### src/rtl/multicycle_controller_pkg.sv
// Shared types for the multi-cycle ARM-subset controller.
// Covers FSM states, instruction field encodings, ALU op codes and per-state control outputs.
package multicycle_controller_pkg;

    typedef enum logic [3:0] {
        S_FETCH,
        S_DECODE,
        S_EXER,
        S_EXEI,
        S_ALUWB,
        S_MEMADR,
        S_MEMRD,
        S_MEMWB,
        S_MEMWR,
        S_BRANCH
    } state_t;

    localparam logic [1:0] OP_DP  = 2'b00;
    localparam logic [1:0] OP_MEM = 2'b01;
    localparam logic [1:0] OP_BR  = 2'b10;

    localparam logic [1:0] ALU_ADD = 2'b00;
    localparam logic [1:0] ALU_SUB = 2'b01;
    localparam logic [1:0] ALU_AND = 2'b10;
    localparam logic [1:0] ALU_ORR = 2'b11;

    localparam logic [3:0] CMD_AND = 4'b0000;
    localparam logic [3:0] CMD_SUB = 4'b0010;
    localparam logic [3:0] CMD_ADD = 4'b0100;
    localparam logic [3:0] CMD_CMP = 4'b1010;
    localparam logic [3:0] CMD_ORR = 4'b1100;

    localparam logic [3:0] COND_EQ = 4'h0;
    localparam logic [3:0] COND_NE = 4'h1;
    localparam logic [3:0] COND_CS = 4'h2;
    localparam logic [3:0] COND_CC = 4'h3;
    localparam logic [3:0] COND_MI = 4'h4;
    localparam logic [3:0] COND_PL = 4'h5;
    localparam logic [3:0] COND_VS = 4'h6;
    localparam logic [3:0] COND_VC = 4'h7;
    localparam logic [3:0] COND_HI = 4'h8;
    localparam logic [3:0] COND_LS = 4'h9;
    localparam logic [3:0] COND_GE = 4'hA;
    localparam logic [3:0] COND_LT = 4'hB;
    localparam logic [3:0] COND_GT = 4'hC;
    localparam logic [3:0] COND_LE = 4'hD;
    localparam logic [3:0] COND_AL = 4'hE;

    typedef struct packed {
        logic       pc_write;
        logic       adr_src;
        logic       mem_write;
        logic       ir_write;
        logic       reg_write;
        logic       alu_src_a;
        logic [1:0] alu_src_b;
        logic [1:0] result_src;
        logic [1:0] alu_control;
        logic [1:0] imm_src;
        logic [1:0] reg_src;
    } ctrl_t;

    function automatic state_t next_state(state_t s, logic [1:0] op, logic imm, logic load);
        state_t n;
        n = S_FETCH;
        case (s)
            S_FETCH:  n = S_DECODE;
            S_DECODE: begin
                case (op)
                    OP_DP:   n = imm ? S_EXEI : S_EXER;
                    OP_MEM:  n = S_MEMADR;
                    OP_BR:   n = S_BRANCH;
                    default: n = S_FETCH;
                endcase
            end
            S_EXER, S_EXEI: n = S_ALUWB;
            S_MEMADR:       n = load ? S_MEMRD : S_MEMWR;
            S_MEMRD:        n = S_MEMWB;
            default:        n = S_FETCH;
        endcase
        return n;
    endfunction

    // gate is the condition result that applies while in state s.
    function automatic ctrl_t ctrl_for(state_t s, logic gate, logic rd_is_pc, logic dp_wr,
                                       logic [1:0] dp_alu);
        ctrl_t c;
        c = '0;
        case (s)
            S_FETCH: begin
                c.ir_write   = 1'b1;
                c.pc_write   = 1'b1;
                c.alu_src_a  = 1'b1;
                c.alu_src_b  = 2'b10;
                c.result_src = 2'b10;
            end
            S_DECODE: begin
                c.alu_src_a = 1'b1;
                c.alu_src_b = 2'b10;
            end
            S_EXER: c.alu_control = dp_alu;
            S_EXEI: begin
                c.alu_src_b   = 2'b01;
                c.alu_control = dp_alu;
            end
            S_ALUWB: begin
                c.reg_write = gate & dp_wr & ~rd_is_pc;
                c.pc_write  = gate & dp_wr & rd_is_pc;
            end
            S_MEMADR: begin
                c.alu_src_b   = 2'b01;
                c.imm_src     = 2'b01;
                c.alu_control = ALU_ADD;
            end
            S_MEMRD: c.adr_src = 1'b1;
            S_MEMWB: begin
                c.result_src = 2'b01;
                c.reg_write  = gate & ~rd_is_pc;
                c.pc_write   = gate & rd_is_pc;
            end
            S_MEMWR: begin
                c.adr_src   = 1'b1;
                c.mem_write = gate;
                c.reg_src   = 2'b10;
            end
            S_BRANCH: begin
                c.reg_src    = 2'b01;
                c.alu_src_b  = 2'b01;
                c.imm_src    = 2'b10;
                c.result_src = 2'b10;
                c.pc_write   = gate;
            end
            default: c = '0;
        endcase
        return c;
    endfunction

endpackage

### src/rtl/multicycle_controller_cond_check.sv
// Condition-code evaluation: 4-bit cond field against NZCV flags.
// Purely combinational; cond 4'hF never executes.
module multicycle_controller_cond_check
    import multicycle_controller_pkg::*;
(
    input  logic [3:0] i_cond,
    input  logic [3:0] i_nzcv,
    output logic       o_condex
);

    logic w_n, w_z, w_c, w_v;
    assign {w_n, w_z, w_c, w_v} = i_nzcv;

    always_comb begin
        o_condex = 1'b0;
        case (i_cond)
            COND_EQ: o_condex = w_z;
            COND_NE: o_condex = ~w_z;
            COND_CS: o_condex = w_c;
            COND_CC: o_condex = ~w_c;
            COND_MI: o_condex = w_n;
            COND_PL: o_condex = ~w_n;
            COND_VS: o_condex = w_v;
            COND_VC: o_condex = ~w_v;
            COND_HI: o_condex = w_c & ~w_z;
            COND_LS: o_condex = ~w_c | w_z;
            COND_GE: o_condex = (w_n == w_v);
            COND_LT: o_condex = (w_n != w_v);
            COND_GT: o_condex = ~w_z & (w_n == w_v);
            COND_LE: o_condex = w_z | (w_n != w_v);
            COND_AL: o_condex = 1'b1;
            default: o_condex = 1'b0;
        endcase
    end

endmodule

### src/rtl/multicycle_controller.sv
// Multi-cycle controller: instruction decode, sequencing FSM, NZCV register and condition gating.
// Control outputs are registered alongside the state, so each output reflects the current state.
module multicycle_controller
    import multicycle_controller_pkg::*;
#(
    parameter logic [3:0] FLAG_RST = 4'b0000,
    parameter logic [3:0] PC_REG   = 4'd15
) (
    input  logic        clk,
    input  logic        rst_n,
    input  logic [31:0] instr,
    input  logic [3:0]  alu_flags,
    output logic        pc_write,
    output logic        adr_src,
    output logic        mem_write,
    output logic        ir_write,
    output logic        reg_write,
    output logic        alu_src_a,
    output logic [1:0]  alu_src_b,
    output logic [1:0]  result_src,
    output logic [1:0]  alu_control,
    output logic [1:0]  imm_src,
    output logic [1:0]  reg_src,
    output logic [3:0]  flags
);

    state_t     r_state;
    ctrl_t      r_ctrl;
    logic [3:0] r_flags;
    logic       r_condex_q;

    logic [3:0] w_cond;
    logic [1:0] w_op;
    logic [5:0] w_funct;
    logic [3:0] w_rd;
    logic       w_condex;
    logic       w_gate;
    logic [1:0] w_dp_alu;
    logic       w_dp_wr;
    logic       w_dp_s;
    logic       w_dp_nzcv_all;
    logic       w_unused_instr;

    assign w_cond         = instr[31:28];
    assign w_op           = instr[27:26];
    assign w_funct        = instr[25:20];
    assign w_rd           = instr[15:12];
    assign w_unused_instr = &{1'b0, instr[19:16], instr[11:0]};

    always_comb begin
        w_dp_alu      = ALU_ADD;
        w_dp_wr       = 1'b1;
        w_dp_s        = w_funct[0];
        w_dp_nzcv_all = 1'b1;
        case (w_funct[4:1])
            CMD_ADD: w_dp_alu = ALU_ADD;
            CMD_SUB: w_dp_alu = ALU_SUB;
            CMD_AND: begin
                w_dp_alu      = ALU_AND;
                w_dp_nzcv_all = 1'b0;
            end
            CMD_ORR: begin
                w_dp_alu      = ALU_ORR;
                w_dp_nzcv_all = 1'b0;
            end
            CMD_CMP: begin
                w_dp_alu = ALU_SUB;
                w_dp_wr  = 1'b0;
                w_dp_s   = 1'b1;
            end
            default: w_dp_wr = 1'b0;
        endcase
    end

    multicycle_controller_cond_check u_cond_check (
        .i_cond   (w_cond),
        .i_nzcv   (r_flags),
        .o_condex (w_condex)
    );

    // Leaving DECODE, condex_q is not yet loaded, so the live result gates the next state.
    assign w_gate = (r_state == S_DECODE) ? w_condex : r_condex_q;

    always_ff @(posedge clk) begin
        if (!rst_n) begin
            r_state    <= S_FETCH;
            r_ctrl     <= ctrl_for(S_FETCH, 1'b0, 1'b0, 1'b0, ALU_ADD);
            r_flags    <= FLAG_RST;
            r_condex_q <= 1'b0;
        end else begin
            r_state <= next_state(r_state, w_op, w_funct[5], w_funct[0]);
            r_ctrl  <= ctrl_for(next_state(r_state, w_op, w_funct[5], w_funct[0]),
                                w_gate, (w_rd == PC_REG), w_dp_wr, w_dp_alu);
            if (r_state == S_DECODE) begin
                r_condex_q <= w_condex;
            end
            if ((r_state == S_EXER || r_state == S_EXEI) && r_condex_q && w_dp_s) begin
                r_flags[3:2] <= alu_flags[3:2];
                if (w_dp_nzcv_all) begin
                    r_flags[1:0] <= alu_flags[1:0];
                end
            end
        end
    end

    assign pc_write    = r_ctrl.pc_write;
    assign adr_src     = r_ctrl.adr_src;
    assign mem_write   = r_ctrl.mem_write;
    assign ir_write    = r_ctrl.ir_write;
    assign reg_write   = r_ctrl.reg_write;
    assign alu_src_a   = r_ctrl.alu_src_a;
    assign alu_src_b   = r_ctrl.alu_src_b;
    assign result_src  = r_ctrl.result_src;
    assign alu_control = r_ctrl.alu_control;
    assign imm_src     = r_ctrl.imm_src;
    assign reg_src     = r_ctrl.reg_src;
    assign flags       = r_flags;

endmodule

### config.mk
export PLATFORM = sky130hd
export DESIGN_NAME = multicycle_controller
export DESIGN_NICKNAME = d
export VERILOG_FILES = /design/src/rtl/multicycle_controller_pkg.sv /design/src/rtl/multicycle_controller_cond_check.sv /design/src/rtl/multicycle_controller.sv
export SDC_FILE = /design/constraint.sdc
export NUM_CORES = 1
export LEC_CHECK = 0
export CAP_MARGIN = 20
export CORE_UTILIZATION = 41
export DETAILED_ROUTE_END_ITERATION = 7
export PLACE_DENSITY = 0.79
export SYNTH_ARGS = -nofsm -noshare
export SYNTH_HDL_FRONTEND = slang
export SYNTH_HIERARCHICAL = 1
export SYNTH_SLANG_ARGS = --single-unit
### constraint.sdc
create_clock -name clk -period 2.3 [get_ports clk]
set_input_delay 0.46 -clock clk [delete_from_list [all_inputs] [get_ports clk]]
set_output_delay 0.46 -clock clk [all_outputs]
set_load 0.005 [all_outputs]
* Word-level counts from Yosys, hierarchy flattened
Cells that the tools add are included.
** Operators by class
- Eq/ne operators :: 37
- Muxes and demuxes :: 19
- Bitwise logic cells :: 15
- Reductions and logical operators :: 20
** Operators with widths (count)
- == test 4 bit, second input constant :: 12
- == test 4 x 3 -> 1 bit, second input constant :: 11
- == test 4 x 2 -> 1 bit, second input constant :: 7
- one-hot mux 4 bit (5 select lines) :: 1
- zero test 4 bit :: 4
- one-hot mux 2 bit (2 select lines) :: 4
- one-hot mux 1 bit (15 select lines) :: 1
- OR reduction 2 bit :: 7
- == test 4 x 1 -> 1 bit, second input constant :: 3
- one-hot mux 4 bit (3 select lines) :: 1
- 2-to-1 mux 4 bit :: 2
- AND 1 bit :: 7
- 2-to-1 mux 1 bit :: 7
- NOT 1 bit :: 6
- one-hot mux 2 bit (3 select lines) :: 1
- AND reduction 2 bit :: 3
- one-hot mux 1 bit (4 select lines) :: 1
- OR reduction 4 bit :: 1
- OR reduction 3 bit :: 1
- == test 2 x 1 -> 1 bit, second input constant :: 1
- == test 2 bit, second input constant :: 1
- logical AND 1 bit :: 2
- zero test 2 bit :: 1
- bitwise OR 1 bit :: 2
- 4 further kinds :: 4
** Storage, ports and cells
- Register bits after elaboration :: 25
- Bits of input ports :: 38
- Output and inout port bits :: 20
- Word-level logic and storage cells :: 106

* Longest topological paths before layout
Gate-level depths: netlist of the first run.
- Depth in word-level cells :: 7
- Depth in mapped cells :: 9

* Cells and area by module
Netlist of the first run, hierarchy kept.
** By module, submodules not included
- multicycle_controller :: instances 1, cells each 118, area an instance 1109.8 µm²
- multicycle_controller_cond_check :: instances 1, cells each 28, area an instance 193.9 µm²

* Worst setup path after synthesis of the first run
OpenSTA, ideal clock, no wires.
- Path kind :: input port to flip-flop
- Start :: input port instr[31]
- End :: register r_ctrl (netlist bit pc_write)
- Setup time :: 0.130 ns
- Data arrival time :: 1.899 ns
- Data required time :: 2.170 ns
- Setup slack :: 0.271 ns
- Cell stages on the path :: 9
- Path buffers :: 1
- Cells stage by stage :: buf_2 -> or2b_1 -> o22ai_1 -> a211o_1 -> a211o_1 -> mux2i_1 -> o31ai_1 -> o22ai_1 -> o31ai_2
** On the way
- Cells in the longest elaborated chain, start to end :: 6
- Elaborated cells on any way between the ends :: 21
** RTL lines
- start: declaration :: line multicycle_controller.sv:11 : input logic [31:0] instr,
- == test 4 bit, or another cell as far along :: line multicycle_controller_cond_check.sv:16 : case (i_cond)
- one-hot mux 1 bit (15 select lines) * :: line multicycle_controller_cond_check.sv:16
- named net w_condex :: line multicycle_controller.sv:36 : logic w_condex;
- 2-to-1 mux 1 bit *
- AND 1 bit (2 in series) :: line multicycle_controller_pkg.sv:108 : c.pc_write = gate & dp_wr & rd_is_pc;
- one-hot mux 1 bit (4 select lines) * :: line multicycle_controller_pkg.sv:89 : case (s)
- end signal: assignment :: line multicycle_controller.sv:87 : r_ctrl <= ctrl_for(S_FETCH, 1'b0, 1'b0, 1'b0, ALU_ADD);
- end signal: assignment :: line multicycle_controller.sv:92 : r_ctrl <= ctrl_for(next_state(r_state, w_op, w_funct[5], w_funct[0]),
- end: declaration :: line multicycle_controller.sv:28 : ctrl_t r_ctrl;
Mark *: on every way through the listed nets, which the timed path passes. The rest lies on a longest branch.
A chain may end at the register's enable or synchronous reset.

* Worst setup path in the final report of the first run
- Start :: input port instr[26]
- End :: register r_ctrl (netlist bit pc_write)
** On the way
- Cells in the longest elaborated chain, start to end :: 6
- Elaborated cells on any way between the ends :: 11
** RTL lines
- == test 2 bit, or another cell as far along :: line multicycle_controller_pkg.sv:69 : case (op)
- one-hot mux 4 bit (3 select lines) * :: line multicycle_controller_pkg.sv:69
- one-hot mux 4 bit (5 select lines) * :: line multicycle_controller_pkg.sv:66 : case (s)
- 2-to-1 mux 4 bit * :: line multicycle_controller.sv:85 : if (!rst_n) begin
- == test 4 bit, or another cell as far along :: line multicycle_controller_pkg.sv:89
- one-hot mux 1 bit (4 select lines) * :: line multicycle_controller_pkg.sv:89
Mark *: on every way between the ends. The rest lies on a longest branch, timed or not. The select of a mux whose other input is x is not followed.

==> summary.md, run 1 <==
| Metric | Value |
|---|---|
| Status | complete, no violations |
| Final worst-path cycle share | between 90% and 100% |
| Count of flip-flops with a built-in enable after synthesis | 0 |
| Crit start category | input port |
| Reg clk slew, reported paths | 0.13 ns |
| Synth warn | 6 |
| Placed inst area | 1890 um2 |
| Initial antenna violation count | 0 |
| Final Hold Fails | 0 |
| Dominant cell by count in the synthesized netlist | dfxtp_1 |
| Post-Syn Instances | 146 |
| Nets | 250 |
| Final setup viols | 0 |
| Synthesized flop and latch total | 24 |
| GRT overflow | 0 |
| Dpl cells | 247 |
| Fmax | roughly 460 MHz |
| Leading area contributor after synthesis | dfxtp_1 |
| Register area share after synthesis | 36.9% |
| CTS tree | built |
| Max clock buf depth | 2 |
| Post-DP HPWL | 2.60 mm |
| Critical path class | in2reg |
| Hold-fix buffers, CTS | 0 |
| Non-filler instance count after layout | 251 |
| Crit-path max FO | 3 |
| RSZ-0062 raised after global routing | no |
| Routed length per instance | approximately 13 um |
| I/O pin cnt | 58 |
| Pwr dens | 528 nW/um2 |
| Hold WC Path Type | reg2reg |
| CP endpoint kind | register |
| Pleak | 0.791 nW |
| Synth top area cells | dfxtp_1 (37%), nor2_1 (4.6%), ha_1 (3.8%), mux2i_1 (3.8%), nor2b_1 (2.9%) |
| Non-Filler Cell Area, Final | 1950 um2 |
| Top cell type's share of synthesized area | 36.9% |
| Core Rows | 20 |
| Peak VDD IR | 0.000275 V |
| Die Wd | 58.4 um |
| Routed vias | 1353 |
| GRT Util Overall | 21.5% |
| Final Max Slew Viols | 0 |
| Min Tclk post-route | ~2.2 ns |
| DRT Wirelength | roughly 3.3 mm |
| PortBufs | between 40 and 50 |
| First-pass GRT wire length | 5.66 mm |
| Most instantiated cells after synthesis | dfxtp_1 (24), nor2_1 (16), nand2_1 (9) |
| # diodes | 0 |
| DRT Pass-1 Iters | 5 |
| Max-Cap Viols | 0 |
| Die H | 58.4 um |
| Final setup skew | about 0.0051 ns |
| Routability Congestion | 0.797 |
| Root Buffer Master | clkbuf_4 |
| Iter 0 DRT Violations | 74 |
| Ys flop type | dfxtp_1 |
| Cts bufs inserted | 3 |
| Vias/cell | 5.39 |
| Worst slew pin tran | 0.436 ns |
| Antenna Nets Post-Route | 0 |
| Req. time, crit path | around 2.6 ns |
| CP arrival | between 2 and 2.5 ns |
| DRC violation count after routing | 0 |
| Syn Area/Cell | 8.93 um2 |
| Yosys cell types | 48 |
| Mapped Nets | about 190 |
| Core Box Area | between 3000 and 4000 um2 |
| Vias in the first global route | between 1k and 1.5k |
| Area added between synthesis and finish | 49.3% |
| Worst-Skew Late Latency | 0.32 ns |
| Starting Density | 43.1% |
| Asr flop ratio synth | 0% |
| Largest net degree at the start of global routing | 16 |
| H-tree depth | 1 |
| Post-CTS Setup Bufs | 0 |
| Max_slew headroom | between 70% and 80% |
| Share of post-route cells with drive strength above 1 | around 16% |
| Post-synth design cell area | 1300 um2 |
| Filler instances | 269 |
| Final core utilization | ~64% |
| Clock Sinks | 24 |
| Die area | around 3400 um2 |
-- final cells by class --
| class | instances | area, um2 | area share (%) |
|---|---|---|---|
| clock buffer | 3 | 22.5 | 1.16 |
| timing repair buffer | 63 | 574 | 29.5 |
| multi-input combinational | 110 | 762 | 39.1 |
| inverter | 6 | 22.5 | 1.16 |
| tap | 44 | 55.1 | 2.83 |
| clock inverter | 1 | 30.0 | 1.54 |
| sequential | 24 | 480 | 24.7 |
-- per-stage QoR --
stage          power (mW)  TNS [ns]  setup WS (ns)  hold WS (ns)
3_3_place_gp        0.714     -1.14         -0.316         0.543
4_1_cts              1.03         0          0.109         0.590
5_1_grt              1.08         0        0.00410         0.615
2_1_floorplan       0.579         0          0.271         0.522
3_5_place_dp        0.726     -2.12         -0.384         0.568
6_report             1.03         0          0.106         0.582
-- state kept, by name (all words and copies together), names as in the netlist --
name and cells:
reg_src 1, r_condex_q 1, ir_write 1, alu_src_a 1, reg_write 1, adr_src 1, alu_src_b 2, alu_control 2
imm_src 2, mem_write 1, r_state 4, flags 4, result_src 2, pc_write 1
-- worst max-delay path, cell delays in order --
cell             delay (ns)
clkdlybuf4s50_1        0.51
inv_1                  0.08
ha_1                   0.29
a21oi_1                0.26
o32a_1                 0.29
nand3_1                0.09
o22a_1                 0.23
o31ai_2                0.22
-- cells by family after synthesis --
logic type | share of synthesized area (%)
compound gates | 18.4
mux | 6.72
flops | 36.9
simple gates | 25.9
fa+ha+maj | 3.84
buf+inv | 4.99
xor+xnor | 3.26
-- where the power goes --
group	leakage, nW	switching [mW]	internal [mW]
combinational	0.568	0.110	0.154
clock	0.0279	0.129	0.176
sequential	0.196	0.0183	0.438
-- final timing paths --
kind         slack (ns)                  start                    end  depth (start not counted)
max                0.11              instr[26]    pc_write$_SDFF_PN1_                          8
min                0.58  flags[1]$_SDFFE_PN0P_  flags[1]$_SDFFE_PN0P_                          2
max reg2reg        0.26  flags[3]$_SDFFE_PN0P_    pc_write$_SDFF_PN1_                          8
min reg2reg        0.58  flags[1]$_SDFFE_PN0P_  flags[1]$_SDFFE_PN0P_                          2
-- cell usage in the layout (no fill, tap or decap), types with 3 or more instances in the layout --
cell type        instances
clkdlybuf4s50_1         40
dfxtp_1                 24
buf_4                   22
nor2_1                  16
nand2_1                  9
a21oi_1                  7
inv_1                    6
nor2b_1                  6
nor3_1                   5
mux2i_1                  4
o21ai_0                  4
nand2b_1                 4
ha_1                     4
nand3b_1                 3
xor2_1                   3
o211ai_1                 3
o31ai_1                  3
clkbuf_4                 3
-- layer usage --
metal,global-route usage [%],wire [um],vias to the layer above
met5,0,0,-
met4,10.9,48,0
li1,-,-,649
met3,3.08,163,8
met1,23.8,1290,651
met2,40.1,1760,45
-- timing repair --
item / CTS / global route
cloned: 0 / 0
pin swaps: 0 / 1
endpoints found under the setup margin: 1 / 1
resized for setup: 1 / 1
No activity file was read; power rests on OpenSTA's default activity.
==> run 2, diff against run 1 <==
--- a/config.mk
+++ b/config.mk
@@ -5,7 +5,6 @@
 export SDC_FILE = /design/constraint.sdc
 export NUM_CORES = 1
 export LEC_CHECK = 0
-export CAP_MARGIN = 20
 export CORE_UTILIZATION = 41
 export DETAILED_ROUTE_END_ITERATION = 7
 export PLACE_DENSITY = 0.79
==> results of run 2 <==
Final layout, timing and power as in run 1 (identical DEF).
